$ cat config.mk
export PLATFORM = sky130hd
export DESIGN_NAME = ppb_master
export DESIGN_NICKNAME = d
export VERILOG_FILES = /design/src/rtl/ppb_master.sv
export SDC_FILE = /design/constraint.sdc
export NUM_CORES = 1
export LEC_CHECK = 0
export BUFFER_PORTS_ARGS = -buffer_cell sky130_fd_sc_hd__buf_4
export CAP_MARGIN = 25
export CORE_AREA = 2 2 177 161
export CTS_BUF_LIST = sky130_fd_sc_hd__clkbuf_8
export DETAILED_ROUTE_END_ITERATION = 16
export DIE_AREA = 0 0 179 163
export PLACE_DENSITY_LB_ADDON = 0.3
export SLEW_MARGIN = 15
export SYNTH_ARGS = -nofsm -noshare
export SYNTH_HDL_FRONTEND = slang
export SYNTH_SLANG_ARGS = --single-unit
$ cat constraint.sdc
create_clock -name clk -period 5.1 [get_ports clk]
set_input_delay 0.51 -clock clk [delete_from_list [all_inputs] [get_ports clk]]
set_output_delay 0.51 -clock clk [all_outputs]
set_load 0.02 [all_outputs]
$ cat src/rtl/ppb_master.sv
// rtl/ppb_master.sv - PPB host-side initiator; optional ID check via PPB_MASTER_ID_CHECK_EN
module ppb_master #(
    parameter int          INPUT_BLOCKS  = 20,
    parameter int          OUTPUT_BLOCKS = 40,
    parameter int          CLK_DIV       = 4,
    parameter logic [22:0] EXPECTED_ID   = 23'h31c748
) (
    input  logic                       clk,
    input  logic                       rst,
    input  logic                       start,
    input  logic                       bus_reset,
    input  logic [3*INPUT_BLOCKS-1:0]  device_inputs,
    output logic [3*OUTPUT_BLOCKS-1:0] device_outputs,
    output logic [22:0]                project_id,
    output logic                       busy,
    output logic                       done,
    output logic                       id_error,
    output logic                       pmod_rst,
    output logic                       pmod_bus_clk,
    output logic                       pmod_bus_control,
    output logic [2:0]                 pmod_bus_poti,
    input  logic [2:0]                 pmod_bus_pito
);
    localparam int IW   = 3 * INPUT_BLOCKS;
    localparam int OW   = 3 * OUTPUT_BLOCKS;
    localparam int CW   = $clog2(CLK_DIV + 1);
    localparam int MAXIO = (INPUT_BLOCKS > OUTPUT_BLOCKS) ? INPUT_BLOCKS : OUTPUT_BLOCKS;
    localparam int MAXB = (MAXIO > 8) ? MAXIO : 8;
    localparam int BW   = $clog2(MAXB);
    localparam logic [CW-1:0] DIV = CW'(CLK_DIV);

    // LAUNCH is an internal one-cycle gap between accepting start and driving the header
    localparam logic [2:0] S_IDLE   = 3'd0;
    localparam logic [2:0] S_LAUNCH = 3'd1;
    localparam logic [2:0] S_HEADER = 3'd2;
    localparam logic [2:0] S_ID     = 3'd3;
    localparam logic [2:0] S_WRITE  = 3'd4;
    localparam logic [2:0] S_READ   = 3'd5;

    logic [2:0]    state_q, state_d;
    logic [CW-1:0] div_q, div_d;
    logic          bclk_q, bclk_d;
    logic          ctrl_q, ctrl_d;
    logic [2:0]    poti_q, poti_d;
    logic [BW-1:0] bcnt_q, bcnt_d;
    logic [IW-1:0] in_q, in_d;
    logic [23:0]   id_q, id_d;
    logic [OW-1:0] rd_q, rd_d;
    logic [OW-1:0] dout_q, dout_d;
    logic [22:0]   pid_q, pid_d;
    logic          busy_q, busy_d;
    logic          done_q, done_d;
    logic          prst_q;
`ifdef PPB_MASTER_ID_CHECK_EN
    logic          id_err_q, id_err_d;
`endif

    logic [23:0]   id_shift;
    logic [OW+2:0] rd_cat;
    logic [OW-1:0] rd_shift;
    logic          id_bad;

    // Next-state logic: bus clock divider plus per-fall frame sequencing
    always_comb begin
        state_d  = state_q;
        div_d    = div_q;
        bclk_d   = bclk_q;
        ctrl_d   = ctrl_q;
        poti_d   = poti_q;
        bcnt_d   = bcnt_q;
        in_d     = in_q;
        id_d     = id_q;
        rd_d     = rd_q;
        dout_d   = dout_q;
        pid_d    = pid_q;
        busy_d   = busy_q;
        done_d   = 1'b0;
        id_shift = {id_q[20:0], pmod_bus_pito};
        rd_cat   = {pmod_bus_pito, rd_q};
        rd_shift = rd_cat[OW+2:3];
`ifdef PPB_MASTER_ID_CHECK_EN
        id_err_d = id_err_q;
        id_bad   = (id_shift[22:0] != EXPECTED_ID);
`else
        id_bad   = 1'b0;
`endif
        if (state_q == S_IDLE) begin
            if (start && !bus_reset) begin
                state_d = S_LAUNCH;
                in_d    = device_inputs;
            end
        end else if (state_q == S_LAUNCH) begin
            state_d = S_HEADER;
            busy_d  = 1'b1;
            ctrl_d  = 1'b1;
            poti_d  = 3'b101;
            div_d   = DIV;
            bclk_d  = 1'b0;
            bcnt_d  = '0;
        end else if (div_q == CW'(1)) begin
            div_d  = DIV;
            bclk_d = ~bclk_q;
            // Falling edge: sample pito for the bus cycle just ended, set up the next one
            if (bclk_q) begin
                case (state_q)
                    S_HEADER: begin
                        state_d = S_ID;
                        ctrl_d  = 1'b0;
                        poti_d  = 3'b000;
                        bcnt_d  = '0;
                    end
                    S_ID: begin
                        id_d = id_shift;
                        if (bcnt_q == BW'(7)) begin
                            pid_d  = id_shift[22:0];
                            bcnt_d = '0;
`ifdef PPB_MASTER_ID_CHECK_EN
                            id_err_d = id_bad;
`endif
                            if (id_bad) begin
                                state_d = S_IDLE;
                                busy_d  = 1'b0;
                                done_d  = 1'b1;
                            end else begin
                                state_d = S_WRITE;
                                poti_d  = in_q[2:0];
                                in_d    = in_q >> 3;
                            end
                        end else begin
                            bcnt_d = bcnt_q + 1'b1;
                        end
                    end
                    S_WRITE: begin
                        if (bcnt_q == BW'(INPUT_BLOCKS - 1)) begin
                            state_d = S_READ;
                            poti_d  = 3'b000;
                            bcnt_d  = '0;
                        end else begin
                            poti_d  = in_q[2:0];
                            in_d    = in_q >> 3;
                            bcnt_d  = bcnt_q + 1'b1;
                        end
                    end
                    S_READ: begin
                        rd_d = rd_shift;
                        if (bcnt_q == BW'(OUTPUT_BLOCKS - 1)) begin
                            dout_d  = rd_shift;
                            state_d = S_IDLE;
                            busy_d  = 1'b0;
                            done_d  = 1'b1;
                        end else begin
                            bcnt_d  = bcnt_q + 1'b1;
                        end
                    end
                    default: state_d = S_IDLE;
                endcase
            end
        end else begin
            div_d = div_q - 1'b1;
        end
    end

    // State registers; rst aborts any frame without a done pulse
    always_ff @(posedge clk) begin
        if (rst) begin
            state_q <= S_IDLE;
            div_q   <= '0;
            bclk_q  <= 1'b0;
            ctrl_q  <= 1'b0;
            poti_q  <= 3'b000;
            bcnt_q  <= '0;
            in_q    <= '0;
            id_q    <= '0;
            rd_q    <= '0;
            dout_q  <= '0;
            pid_q   <= '0;
            busy_q  <= 1'b0;
            done_q  <= 1'b0;
            prst_q  <= 1'b1;
`ifdef PPB_MASTER_ID_CHECK_EN
            id_err_q <= 1'b0;
`endif
        end else begin
            state_q <= state_d;
            div_q   <= div_d;
            bclk_q  <= bclk_d;
            ctrl_q  <= ctrl_d;
            poti_q  <= poti_d;
            bcnt_q  <= bcnt_d;
            in_q    <= in_d;
            id_q    <= id_d;
            rd_q    <= rd_d;
            dout_q  <= dout_d;
            pid_q   <= pid_d;
            busy_q  <= busy_d;
            done_q  <= done_d;
            prst_q  <= bus_reset;
`ifdef PPB_MASTER_ID_CHECK_EN
            id_err_q <= id_err_d;
`endif
        end
    end

    assign device_outputs   = dout_q;
    assign project_id       = pid_q;
    assign busy             = busy_q;
    assign done             = done_q;
    assign pmod_rst         = prst_q;
    assign pmod_bus_clk     = bclk_q;
    assign pmod_bus_control = ctrl_q;
    assign pmod_bus_poti    = poti_q;
`ifdef PPB_MASTER_ID_CHECK_EN
    assign id_error = id_err_q;
`else
    assign id_error = 1'b0;
`endif
endmodule

# Word level (Yosys, flattened, before mapping)
# Index checks and enable logic that the tools add are counted.
[totals] regBits=363 output_inout_bits=152 word_cells=110
[classes] add_sub_neg=2 eq_ne=18 n_mux=44 n_bitwise=5 reduce_logical=27
[ops] operator="two-way mux 60 bit" n=7
[ops] operator="case mux 60 bit (2 select lines)" n=1
[ops] operator="two-way mux 3 bit" n=15
[ops] operator="two-way mux 6 bit" n=6
[ops] operator="AND reduction 5 bit" n=5
[ops] operator="case mux 6 bit (4 select lines)" n=1
[ops] operator="AND reduction 6 bit" n=3
[ops] operator="nonzero test 2 bit" n=7
[ops] operator="two-way mux 1 bit" n=12
[ops] operator="inequality test 3 bit (second input constant)" n=4
[ops] operator="inequality test 4 bit (second input constant)" n=3
[ops] operator="case mux 3 bit (4 select lines)" n=1
[ops] operator="case mux 3 bit (3 select lines)" n=1
[ops] operator="nonzero test 3 bit" n=3
[ops] operator="AND reduction 7 bit" n=1
[ops] operator="adder 6 x 1 -> 6 bit (second input constant)" n=1
[ops] operator="== test 3 x 1 -> 1 bit (second input constant)" n=2
[ops] operator="== test 3 x 2 -> 1 bit (second input constant)" n=2
[ops] operator="== test 3 bit (second input constant)" n=2
[ops] operator="== test 6 x 3 -> 1 bit (second input constant)" n=1
[ops] operator="== test 6 x 5 -> 1 bit (second input constant)" n=1
[ops] operator="== test 6 bit (second input constant)" n=1
[ops] operator="OR reduction 6 bit" n=1
[ops] operator="NOT 1 bit" n=5
[ops] operator="other kinds (10)" n=10

# Depth between registers and ports, before layout
# Gate-level depths: netlist of the first run.
[logic_depth] ltp_word=7 mapped_depth=10

# Least setup slack after synthesis of the first run
# OpenSTA, ideal clock, no wires.
[synth_path] path_kind="flip-flop to flip-flop" startpoint="register div_q[0]" endpoint="register dout_q[100], in the netlist device_outputs[100]" setup_ns=0.132 arrival_time_ns=1.671 required_ns=4.968 setup_slack_ns=3.297 path_stages_with_launch=10 cell_sequence="dfxtp_1 -> ha_1 -> nand3b_1 -> nor3_1 -> buf_2 -> nand3_1 -> buf_2 -> buf_4 -> nand2_1 -> a21oi_1"
[synth_via] elab_chain_len=2
[synth_lines] element="start: declaration" line="41" text="logic [CW-1:0] div_q, div_d;"
[synth_lines] element="start signal: assignment" line="185" text="div_q <= div_d;"
[synth_lines] element="== test 3 x 1 -> 1 bit" line="100" text="end else if (div_q == CW'(1)) begin"
[synth_lines] element="AND reduction 6 bit (no source line)"
[synth_lines] element="end signal: assignment" line="193" text="dout_q <= dout_d;"
[synth_lines] element="end: declaration" line="49" text="logic [OW-1:0] dout_q, dout_d;"
# Every way passes these cells.
# A chain may end at the register's enable or synchronous reset.

# Final worst setup path of the first run
[layout_path] startpoint="register state_q[2]" endpoint="register dout_q[16], in the netlist device_outputs[16]"
[layout_via] elab_chain_len=3
[layout_lines] element="start: declaration" line="40" text="logic [2:0] state_q, state_d;"
[layout_lines] element="start signal: assignment" line="184" text="state_q <= state_d;"
[layout_lines] element="== test 3 x 1 -> 1 bit or zero test 3 bit (tied branches)" line="92, 87"
[layout_lines] element="NOT 1 bit (no source line)"
[layout_lines] element="AND reduction 6 bit (no source line) (*)"
# Mark *: on every way between the ends. The rest lies on a longest branch, timed or not.

==> results.ini, run 1 <==
[run_status]
outcome = finished, final reports clean

[global_route]
grt_max_degree = 242
globalRouteOverflowTotal = 0
track_usage_pct = 20.9
grt_pass1_vias = 10700
grt_pass1_wl_mm = 51.4
antenna_found_initial = 0

[hold_path]
hold_class = in -> reg
holdPathStages = 2
min_from = bus_reset

[timing]
slew_viol_final = 0
finalSetupViolCount = 0
fin_crit_sh_pct = 66.9
finalCriticalPeriod_ns = 3.41
worst_slew_pin_slew_ns = 1.13
hold_viol = 0
rsz0062_at_grt = false
fin_setup_tns_ns = 0
relSlewSlack_pct = 24.6
finalClockSkew_ns = 0.0236
max_freq_ghz = 0.293
holdWs_ns = 0.177

[setup_path]
worstPathMaxFanout = 83
startpoint_type = flip-flop
path_class = reg -> reg
end_kind = flip-flop
arrival_ns = 3.82
ff2ff_path_depth = 7
cp-startpoint = state_q[2]
worstPathRequired_ns = 5.51
regToRegStartpoint = state_q[2]

[cts]
insertion_delay_ns = 0.58
cts.sinks = 360
cts_root_buf = clkbuf_8
numCtsBuffers = 57
cts_setup_buffers = 0
post_cts_resized = 0
path_clk_slew_ns = 0.06
cts_tree = yes
hold_buffers = 0
cts_max_level = 2
cts_buffer_depth = 3

[yosys]
synth_cell_types = 56
syn_area_sq_mm = 0.0135
ys.flop_type = dfxtp_1
synth_edf_count = 0
ys_warn_count = 0
async_reset_ff_share_pct = 0
synth.area.top_cells = dfxtp_1 53%, nand2_1 19%, a21oi_1 13%
synth_common_cells = 685 x nand2_1, 360 x dfxtp_1, 348 x a21oi_1
yosys.area.top_type = dfxtp_1
synth.most_common_cell = nand2_1
synthesis.nets = 1775
synth_seq_cells = 360
synth-seq-area-share_pct = 53.4
synth_area_per_cell_sq_um = 7.91
netlist_instances = 1705
synth_top_area_share_pct = 53.4

[floorplan]
die_h_um = 163
die_x_um = 179
coreArea_sq_mm = 0.0275
num_rows = 58
start_util_pct = 49.1
io_pins = 219
dieArea_sq_mm = 0.0292

[placement]
port_buffers = 217
dp_hpwl_mm = 19.1
gp_congestion = 0.811

[layout]
final_net_count = 1928
antenna_cells = 0
fin_util_pct = 58.7
drive_gt1_share_pct = 17.1
syn_to_final_growth_pct = 19.7
fillers = 2588

[power_and_ir_drop]
p_leak_uw = 0.00598
totalPowerFinal_uw = 6880
ir_drop_mv = 0.306
power_density_mw_per_mm2 = 426

[detailed_routing]
vias = 11800
via_per_inst = 5.23
drt-pass1-iter-count = 6
drtIter0Drc = 768
post_drt_wl_per_cell_um = 14.0
final_antenna_net_count = 0
route.detailed.drc = 0
routed_wirelength_mm = 31.7

[run]
drv_cap = 0

## logic make-up (layout without fill, tap and decap cells)
family	count (synthesis)	after routing	synth area share (%)
multiplexers	3	3	0.223
adder cells (fa/ha/maj)	3	3	0.278
buffers and inverters	145	337	5.12
other	1	1	0.0278
flip-flops	360	360	53.4
AND/OR/NAND/NOR	744	744	21.8
AO/OA/AOI/OAI	449	449	19.2
## critical path, stage by stage (launching register included)
cell      delay [ns]
dfxtp_1         0.80
nand2b_1        0.31
nor3_2          0.25
buf_4           0.51
nand3_4         0.49
buf_4           0.53
nand2_1         0.19
a21oi_1         0.09
## where the power goes
part           switching (uW)  internal [uW]  leakage, uW
Clock                    1060           1200     0.000641
Combinational             870            488      0.00243
Sequential                174           3090      0.00291
Total                    2110           4780      0.00598
## routing by layer
metal | wire length (um) | track usage (%)
met1 | 14800 | 29.5
met2 | 14500 | 32.8
met3 | 1950 | 4.44
met4 | 466 | 5.06
met5 | 0 | 0
## state kept, by name, summed over array words and instances (netlist names)
name / cells
div_q: 3
pmod_bus_control: 1
id_q: 20
device_outputs: 120
in_q: 60
project_id: 23
bcnt_q: 6
state_q: 3
pmod_rst: 1
busy: 1
done: 1
rd_q: 117
pmod_bus_clk: 1
pmod_bus_poti: 3
## placed cells by master, fill, tap and decap left out, types with 2 or more instances in the layout
| cell | synthesis | final |
|---|---|---|
| mux2i_1 | 3 | 3 |
| a21o_1 | 2 | 2 |
| clkbuf_8 | 0 | 68 |
| nand3_1 | 8 | 7 |
| a21boi_0 | 2 | 2 |
| a21oi_1 | 348 | 348 |
| a311oi_1 | 58 | 58 |
| nor2b_1 | 3 | 3 |
| inv_1 | 8 | 32 |
| nor3_1 | 3 | 2 |
| and3_1 | 4 | 3 |
| nand2_2 | 1 | 2 |
| a41o_1 | 3 | 3 |
| nand3b_1 | 2 | 2 |
| o211a_1 | 3 | 3 |
| buf_12 | 0 | 2 |
| nand3_4 | 0 | 2 |
| nand2_1 | 685 | 684 |
| nor3_2 | 1 | 2 |
| o31ai_1 | 3 | 3 |
| nand2b_1 | 2 | 2 |
| a21oi_2 | 2 | 2 |
| nor2_1 | 21 | 21 |
| buf_4 | 15 | 228 |
| dfxtp_1 | 360 | 360 |
| o21ai_0 | 11 | 11 |
| a2bb2oi_1 | 2 | 2 |
| o41ai_1 | 2 | 2 |
| ha_1 | 3 | 3 |
| clkinv_2 | 0 | 5 |
| o22ai_2 | 3 | 2 |
## stage by stage
step	cell area, sq um	worst slack, ns	cells
global placement	15100	1.85	2158
detailed placement	15100	1.67	2158
floorplan	13500	3.30	1705
CTS	16100	1.69	2256
finish	16200	1.69	2257
global route	16200	1.34	2257
## worst paths after layout
path | slack (ns) | to
max | 1.69 | device_outputs[16]
max reg2reg | 1.69 | device_outputs[16]
min reg2reg | 0.45 | device_outputs[29]
min | 0.18 | pmod_rst
## area by class of cell
type | instances | area [sq um] | share of cell area [%]
clock buffers | 68 | 936 | 5.79
repair buffers | 231 | 1770 | 10.9
well taps | 360 | 450 | 2.79
clock inverters | 30 | 124 | 0.767
flip-flops and latches | 360 | 7210 | 44.6
inverters | 8 | 30.0 | 0.186
multi-input cells | 1200 | 5640 | 34.9
(Power assumes the default switching activity.)
==> inputs of run 2 (changes only) <==
==> constraint.sdc (replaced) <==
create_clock -name clk -period 3.4 [get_ports clk]
set_input_delay 0.34 -clock clk [delete_from_list [all_inputs] [get_ports clk]]
set_output_delay 0.34 -clock clk [all_outputs]
set_load 0.02 [all_outputs]
==> run 2 against run 1 <==
  * Final cell count rose by 0.58%
  * Sequential cell count did not move
  * Die area did not move
  * Global-route usage fell by 0.18 points
  * Clock skew rose by 0.0029 ns
  * Hold slack got worse by 0.13 ns
  * Register-to-register slack got worse by 0.93 ns
  * Wire length fell by 1.7%
  * Sequential power rose by 50%
  * First-iteration DRC count rose by 29%
  * Critical path type unchanged
==> results.ini, run 2 (synthesis results as in run 1) <==
[setup_path]
crit_path_max_incr_delay_ns = 0.77  ; -0.03 ns
worstPathMaxFanout = 88  ; +6.0%
regToRegStartpoint = state_q[2]
startpoint_type = flip-flop
r2r_slack_ns = 0.76  ; -0.93 ns
end_kind = flip-flop
cp.buffers_inverters = 1  ; -1
arrival_ns = 3.12  ; -0.70 ns
slowest_stage = dfxtp_1
critical-path-top-delay-family = simple AND/OR/NAND/NOR gates
cp-startpoint = state_q[2]
path_class = reg -> reg
crit_chain = nand2b_1 -> nor3_2 -> buf_4 -> nand2_1 -> a21oi_1
worstPathRequired_ns = 3.88  ; -1.63 ns

[global_route]
globalRouteOverflowTotal = 0  ; unchanged
track_usage_pct = 20.8  ; -0.18 points
grt_pass1_vias = 10600  ; -0.66%
antenna_found_initial = 0  ; unchanged
grt_pass1_wl_mm = 51.1  ; -0.70%
grt_max_degree = 177  ; -27%

[power_and_ir_drop]
ir_drop_mv = 0.416  ; +36%
power_density_mw_per_mm2 = 661  ; +55%
p_leak_uw = 0.00610  ; +2.1%
totalPowerFinal_uw = 10900  ; +58%

[detailed_routing]
routed_wirelength_mm = 31.1  ; -1.7%
drt-pass1-iter-count = 5  ; -1
met3_length_mm = 2.04  ; +4.8%
wl_met2_mm = 14.3  ; -1.0%
final_antenna_net_count = 0  ; unchanged
post_drt_wl_per_cell_um = 13.7  ; -2.2%
drtIter0Drc = 988  ; +29%
route.detailed.drc = 0  ; unchanged
vias = 11800  ; -0.20%
dr.max_layer_used = met4
via_per_inst = 5.19  ; -0.77%
met1Wirelength_mm = 14.4  ; -2.7%

[floorplan]
start_util_pct = 49.1  ; unchanged
coreArea_sq_mm = 0.0275  ; unchanged
io_pins = 219  ; unchanged
num_rows = 58  ; unchanged
die_x_um = 179  ; unchanged
dieArea_sq_mm = 0.0292  ; unchanged
die_h_um = 163  ; unchanged

[layout]
largest_reg_flops = 120  ; unchanged
final_net_count = 1934  ; +0.31%
layout_common_cells = 684 x nand2_1, 360 x dfxtp_1, 348 x a21oi_1
syn_to_final_growth_pct = 22.2
antenna_cells = 0  ; unchanged
fin_area_sq_mm = 0.0165  ; +2.1%
layout_commonest_cell = nand2_1
drive_gt1_share_pct = 18.2  ; +1.1 points
fin_util_pct = 60.0  ; +1.2 points

[cts]
insertion_delay_ns = 0.58  ; about the same
cts_setup_buffers = 0  ; unchanged
path_clk_slew_ns = 0.06  ; about the same
cts_tree = yes
cts_root_buf = clkbuf_8
cts_buffer_depth = 3  ; unchanged
numCtsBuffers = 56  ; -1.8%
cts.sinks = 360  ; unchanged
cts_max_level = 2  ; unchanged

[timing]
relSlewSlack_pct = 38.1  ; +14 points
finalClockSkew_ns = 0.0265  ; +0.00292 ns
hold_viol = 0  ; unchanged
finalSetupViolCount = 0  ; unchanged
fin_crit_sh_pct = 77.7  ; +11 points
holdWs_ns = 0.0491  ; -0.128 ns
fin_setup_tns_ns = 0  ; unchanged
slew_viol_final = 0  ; unchanged
worst_slew_pin_slew_ns = 0.928  ; -0.204 ns
finalCriticalPeriod_ns = 2.64  ; -0.767 ns
rsz0062_at_grt = false
max_freq_ghz = 0.378  ; +29%

[hold_path]
min_from = device_inputs[9]
hold_class = in -> reg

[placement]
post_dp_cell_area_sq_mm = 0.0152  ; +0.61%
port_buffers = 217  ; unchanged
dp_hpwl_mm = 18.7  ; -1.9%
gp_congestion = 0.769  ; -5.3%

[run]
drv_cap = 0  ; unchanged

[run_status]
outcome = finished, final reports clean

-- run 2: power breakdown --
group / total (uW) / leakage (uW) / switching (uW) / internal [uW]
Clock: 3950 / 0.000711 / 1660 / 2290
Sequential: 4900 / 0.00291 / 260 / 4640
Combinational: 2050 / 0.00248 / 1300 / 746
Total: 10900 / 0.00610 / 3220 / 7680
-- run 2: stage by stage --
| stage | instances | setup WS [ns] |
|---|---|---|
| after floorplan | 1705 | 1.60 |
| after global placement | 2162 | 0.895 |
| after detailed placement | 2162 | 0.797 |
| after CTS | 2270 | 0.768 |
| after global routing | 2270 | 0.438 |
| final | 2270 | 0.757 |
-- run 2: worst register-to-register path, stage by stage (launching register included) --
cell	delay, ns
dfxtp_1	0.77
nand2b_1	0.30
nor3_2	0.37
buf_4	0.77
nand2_1	0.21
a21oi_1	0.16
-- run 2: layout make-up --
cell class / count / area, sq um
clock buffers: 79 / 1090
clock inverters: 25 / 195
fillers: 2508 / 11000
inverters: 8 / 30.0
multi-input cells: 1200 / 5640
flip-flops and latches: 360 / 7210
well taps: 360 / 450
repair buffers: 238 / 1880
-- run 2: worst paths after layout --
path,end,cells past startpoint
hold / removal,in_q[9],3
setup reg to reg,rd_q[65],5
setup / recovery,rd_q[65],5
hold reg to reg,rd_q[55],2
-- run 2: what timing repair did --
action | CTS | global route
hold endpoints to repair | 4 | 0
resized for setup | 0 | 0
hold buffers | 4 | 0
-- run 2: routing by layer --
layer / track usage (%) / vias up
met5: 0 / -
met4: 4.92 / 0
met3: 4.30 / 41
met2: 33.2 / 315
met1: 28.7 / 5422
li1: - / 6010
==> inputs of run 3 (changes only) <==
--- a/config.mk
+++ b/config.mk
@@ -5,12 +5,13 @@
 export SDC_FILE = /design/constraint.sdc
 export NUM_CORES = 1
 export LEC_CHECK = 0
+export ABC_AREA = 1
 export BUFFER_PORTS_ARGS = -buffer_cell sky130_fd_sc_hd__buf_4
 export CAP_MARGIN = 25
-export CORE_AREA = 2 2 177 161
+export CORE_AREA = 2 2 182 166
 export CTS_BUF_LIST = sky130_fd_sc_hd__clkbuf_8
 export DETAILED_ROUTE_END_ITERATION = 16
-export DIE_AREA = 0 0 179 163
+export DIE_AREA = 0 0 184 168
 export PLACE_DENSITY_LB_ADDON = 0.3
 export SLEW_MARGIN = 15
 export SYNTH_ARGS = -nofsm -noshare
==> constraint.sdc (replaced) <==
create_clock -name clk -period 2.7 [get_ports clk]
set_input_delay 0.27 -clock clk [delete_from_list [all_inputs] [get_ports clk]]
set_output_delay 0.27 -clock clk [all_outputs]
set_load 0.02 [all_outputs]
==> run 3 against run 2 <==
  * Combinational power rose by 120%
  * Core utilization shrank 1.2 points
  * Via count rose by 3.3%
  * Global-route usage increased by 0.21 points
  * First-iteration DRC count fell by 19%
  * Sequential share of layout area fell by 1.8 points
  * Fmax increased by 20%
  * Critical path depth increased by 5
  * Clock power up 18%
  * Largest cell class unchanged
  * Sequential power is 24% higher
  * Critical path type unchanged
  * Hold slack barely moved
  * Power up 39%
==> results.ini, run 3 <==
[yosys]
synth_common_cells = 360 x dfxtp_1, 325 x nand2_1, 306 x nor2_1
yosys.area.top_type = dfxtp_1
async_reset_ff_share_pct = 0  ; unchanged
synth.most_common_cell = dfxtp_1
synth_adder_area_share_pct = 0.262  ; -0.016 points
netlist_instances = 1878  ; +10%
syn_area_sq_mm = 0.0143  ; +6.0%
synth-seq-area-share_pct = 50.4  ; -3.0 points
yosys.area_share.simple_pct = 22.3  ; +0.55 points
synth_seq_cells = 360  ; unchanged
synth_area_per_cell_sq_um = 7.62  ; -3.7%
synth_cell_types = 32  ; -43%
synth_compound_area_share_pct = 17.0  ; -2.2 points
muxShareOfSynthArea_pct = 0  ; -0.22 points
synthesis.nets = 1948  ; +9.7%
synth.area.top_cells = dfxtp_1 50%, nand2_1 8.5%, nor2_1 8.0%
ys.flop_type = dfxtp_1
synth_top_family_by_area = simple AND/OR/NAND/NOR gates
yosys.area_share.xor_xnor_pct = 0.0612  ; +0.061 points
synth_edf_count = 0  ; unchanged
synth_top_area_share_pct = 50.4  ; -3.0 points
ys_warn_count = 0  ; unchanged

[floorplan]
die_x_um = 184  ; +2.8%
io_pins = 219  ; unchanged
coreArea_sq_mm = 0.0293  ; +6.5%
num_rows = 60  ; +3.4%
die_h_um = 168  ; +3.1%
start_util_pct = 48.9  ; -0.19 points
dieArea_sq_mm = 0.0309  ; +5.9%

[global_route]
grt_pass1_wl_mm = 54.1  ; +5.9%
antenna_found_initial = 0  ; unchanged
grt_pass1_vias = 11100  ; +3.9%
track_usage_pct = 21.0  ; +0.21 points
grt_max_degree = 182  ; +2.8%
globalRouteOverflowTotal = 0  ; unchanged

[timing]
fin_setup_tns_ns = 0  ; unchanged
relSlewSlack_pct = 35.0  ; -3.1 points
hold_viol = 0  ; unchanged
max_freq_ghz = 0.455  ; +20%
slew_viol_final = 0  ; unchanged
finalClockSkew_ns = 0.0569  ; +0.0304 ns
finalCriticalPeriod_ns = 2.20  ; -0.446 ns
finalSetupViolCount = 0  ; unchanged
worst_slew_pin_slew_ns = 0.975  ; +0.0469 ns
rsz0062_at_grt = false
fin_crit_sh_pct = 81.4  ; +3.6 points

[setup_path]
regToRegStartpoint = bcnt_q[0]
worstPathRequired_ns = 3.20  ; -0.68 ns
r2r_slack_ns = 0.50  ; -0.25 ns
ff2ff_path_depth = 10  ; +5
end_kind = flip-flop
arrival_ns = 2.70  ; -0.42 ns
rr_endpoint = in_q[23]
worstPathMaxFanout = 35  ; -60%
startpoint_type = flip-flop
path_class = reg -> reg

[detailed_routing]
dr.max_layer_used = met4
drtIter0Drc = 799  ; -19%
met3_length_mm = 2.20  ; +7.8%
final_antenna_net_count = 0  ; unchanged
routed_wirelength_mm = 33.5  ; +7.7%
vias = 12200  ; +3.3%
wl_met2_mm = 15.1  ; +5.4%
route.detailed.drc = 0  ; unchanged
met1Wirelength_mm = 15.6  ; +8.6%
via_per_inst = 4.95  ; -4.8%
post_drt_wl_per_cell_um = 13.6  ; -0.75%
drt-pass1-iter-count = 6  ; +1

[layout]
drive_gt1_share_pct = 18.8  ; +0.68 points
fin_util_pct = 58.8  ; -1.2 points
final_net_count = 2119  ; +9.6%
syn_to_final_growth_pct = 20.3
antenna_cells = 0  ; unchanged
largest_reg_flops = 120  ; unchanged
fin_cells = 2463  ; +8.5%
layout_commonest_cell = dfxtp_1
layout_common_cells = 360 x dfxtp_1, 324 x nand2_1, 306 x nor2_1

[cts]
path_clk_slew_ns = 0.06  ; about the same
cts.sinks = 360  ; unchanged
insertion_delay_ns = 0.62  ; +0.04 ns
cts_tree = yes
hold_buffers = 4  ; unchanged
post_cts_resized = 0  ; unchanged
numCtsBuffers = 56  ; unchanged
cts_setup_buffers = 0  ; unchanged
cts_root_buf = clkbuf_8
cts_buffer_depth = 3  ; unchanged
cts_max_level = 2  ; unchanged

[placement]
dp_cells = 2359  ; +9.1%
dp_hpwl_mm = 20.9  ; +12%
gp_congestion = 0.800  ; +4.0%
port_buffers = 217  ; unchanged

[power_and_ir_drop]
p_int_uw = 9830  ; +28%
seqPwrFrac_pct = 40.0  ; -5.0 points
p_leak_uw = 0.00753  ; +23%
pwr-share-comb_pct = 29.1  ; +10 points
power_density_mw_per_mm2 = 880  ; +33%
power_switching_uw = 5310  ; +65%
ir_drop_mv = 0.856  ; +110%
switching_share_pct = 35.1  ; +5.5 points
p_clk_share_pct = 30.8  ; -5.5 points

[hold_path]
holdPathStages = 5  ; +2
min_from = device_inputs[57]
hold_end = in_q[57]
hold_class = in -> reg

[run_status]
outcome = finished, final reports clean

[run]
drv_cap = 0  ; unchanged

## run 3: logic make-up after synthesis
kind of cell	Yosys count
AND/OR/NAND/NOR	777
other	1
XOR/XNOR	1
AO/OA/AOI/OAI	408
flip-flops	360
adder cells (fa/ha/maj)	3
buffers and inverters	328
## run 3: final cells by class
| class | instances | area [sq um] |
|---|---|---|
| repair buffers | 241 | 1920 |
| inverters | 200 | 758 |
| well taps | 372 | 465 |
| flip-flops and latches | 360 | 7210 |
| clock buffers | 77 | 1060 |
| clock inverters | 23 | 119 |
| fillers | 2755 | 12100 |
| multi-input cells | 1190 | 5680 |
## run 3: power by group through the flow
stage / Combinational (uW) / Sequential [uW] / Clock (uW)
final: 4420 / 6060 / 4670
after global routing: 5080 / 6120 / 5020
after CTS: 4430 / 6060 / 4790
after detailed placement: 4400 / 6180 / 0
after global placement: 4300 / 6160 / 0
after floorplan: 3630 / 6130 / 0
## run 3: per-layer routing
metal	up-vias	GRT usage [%]
li1	6313	-
met1	5534	28.7
met4	0	6.54
met5	-	0
met2	291	32.8
met3	42	5.00
## run 3: through the flow
step / total power [uW] / instance area, sq um / worst slack, ns / hold WS (ns)
floorplan: 9770 / 14300 / 1.06 / 0.367
global placement: 10500 / 16000 / 0.586 / 0.447
detailed placement: 10600 / 16000 / 0.508 / 0.446
CTS: 15300 / 17200 / 0.479 / 0.00986
global route: 16200 / 17200 / 0.269 / 0.0438
finish: 15100 / 17200 / 0.503 / 0.0491
## run 3: worst max path at each step
stage | start | end | cells after the start
2_1_floorplan | bcnt_q[0] | in_q[59] | 11
3_3_place_gp | bcnt_q[0] | in_q[16] | 10
3_5_place_dp | div_q[1] | device_outputs[36] | 9
4_1_cts | state_q[0] | device_outputs[48] | 7
5_1_grt | state_q[0] | device_outputs[105] | 7
6_report | bcnt_q[0] | in_q[23] | 10
## run 3: worst max-delay path, cell delays in order, from the launching register on
cell	delay [ns]
dfxtp_1	0.35
ha_1	0.21
nand2_1	0.10
nor2_1	0.16
nand2_1	0.15
nand2_1	0.19
o21ai_4	0.11
nor2_8	0.36
buf_12	0.26
nor2_1	0.06
nor2_1	0.12
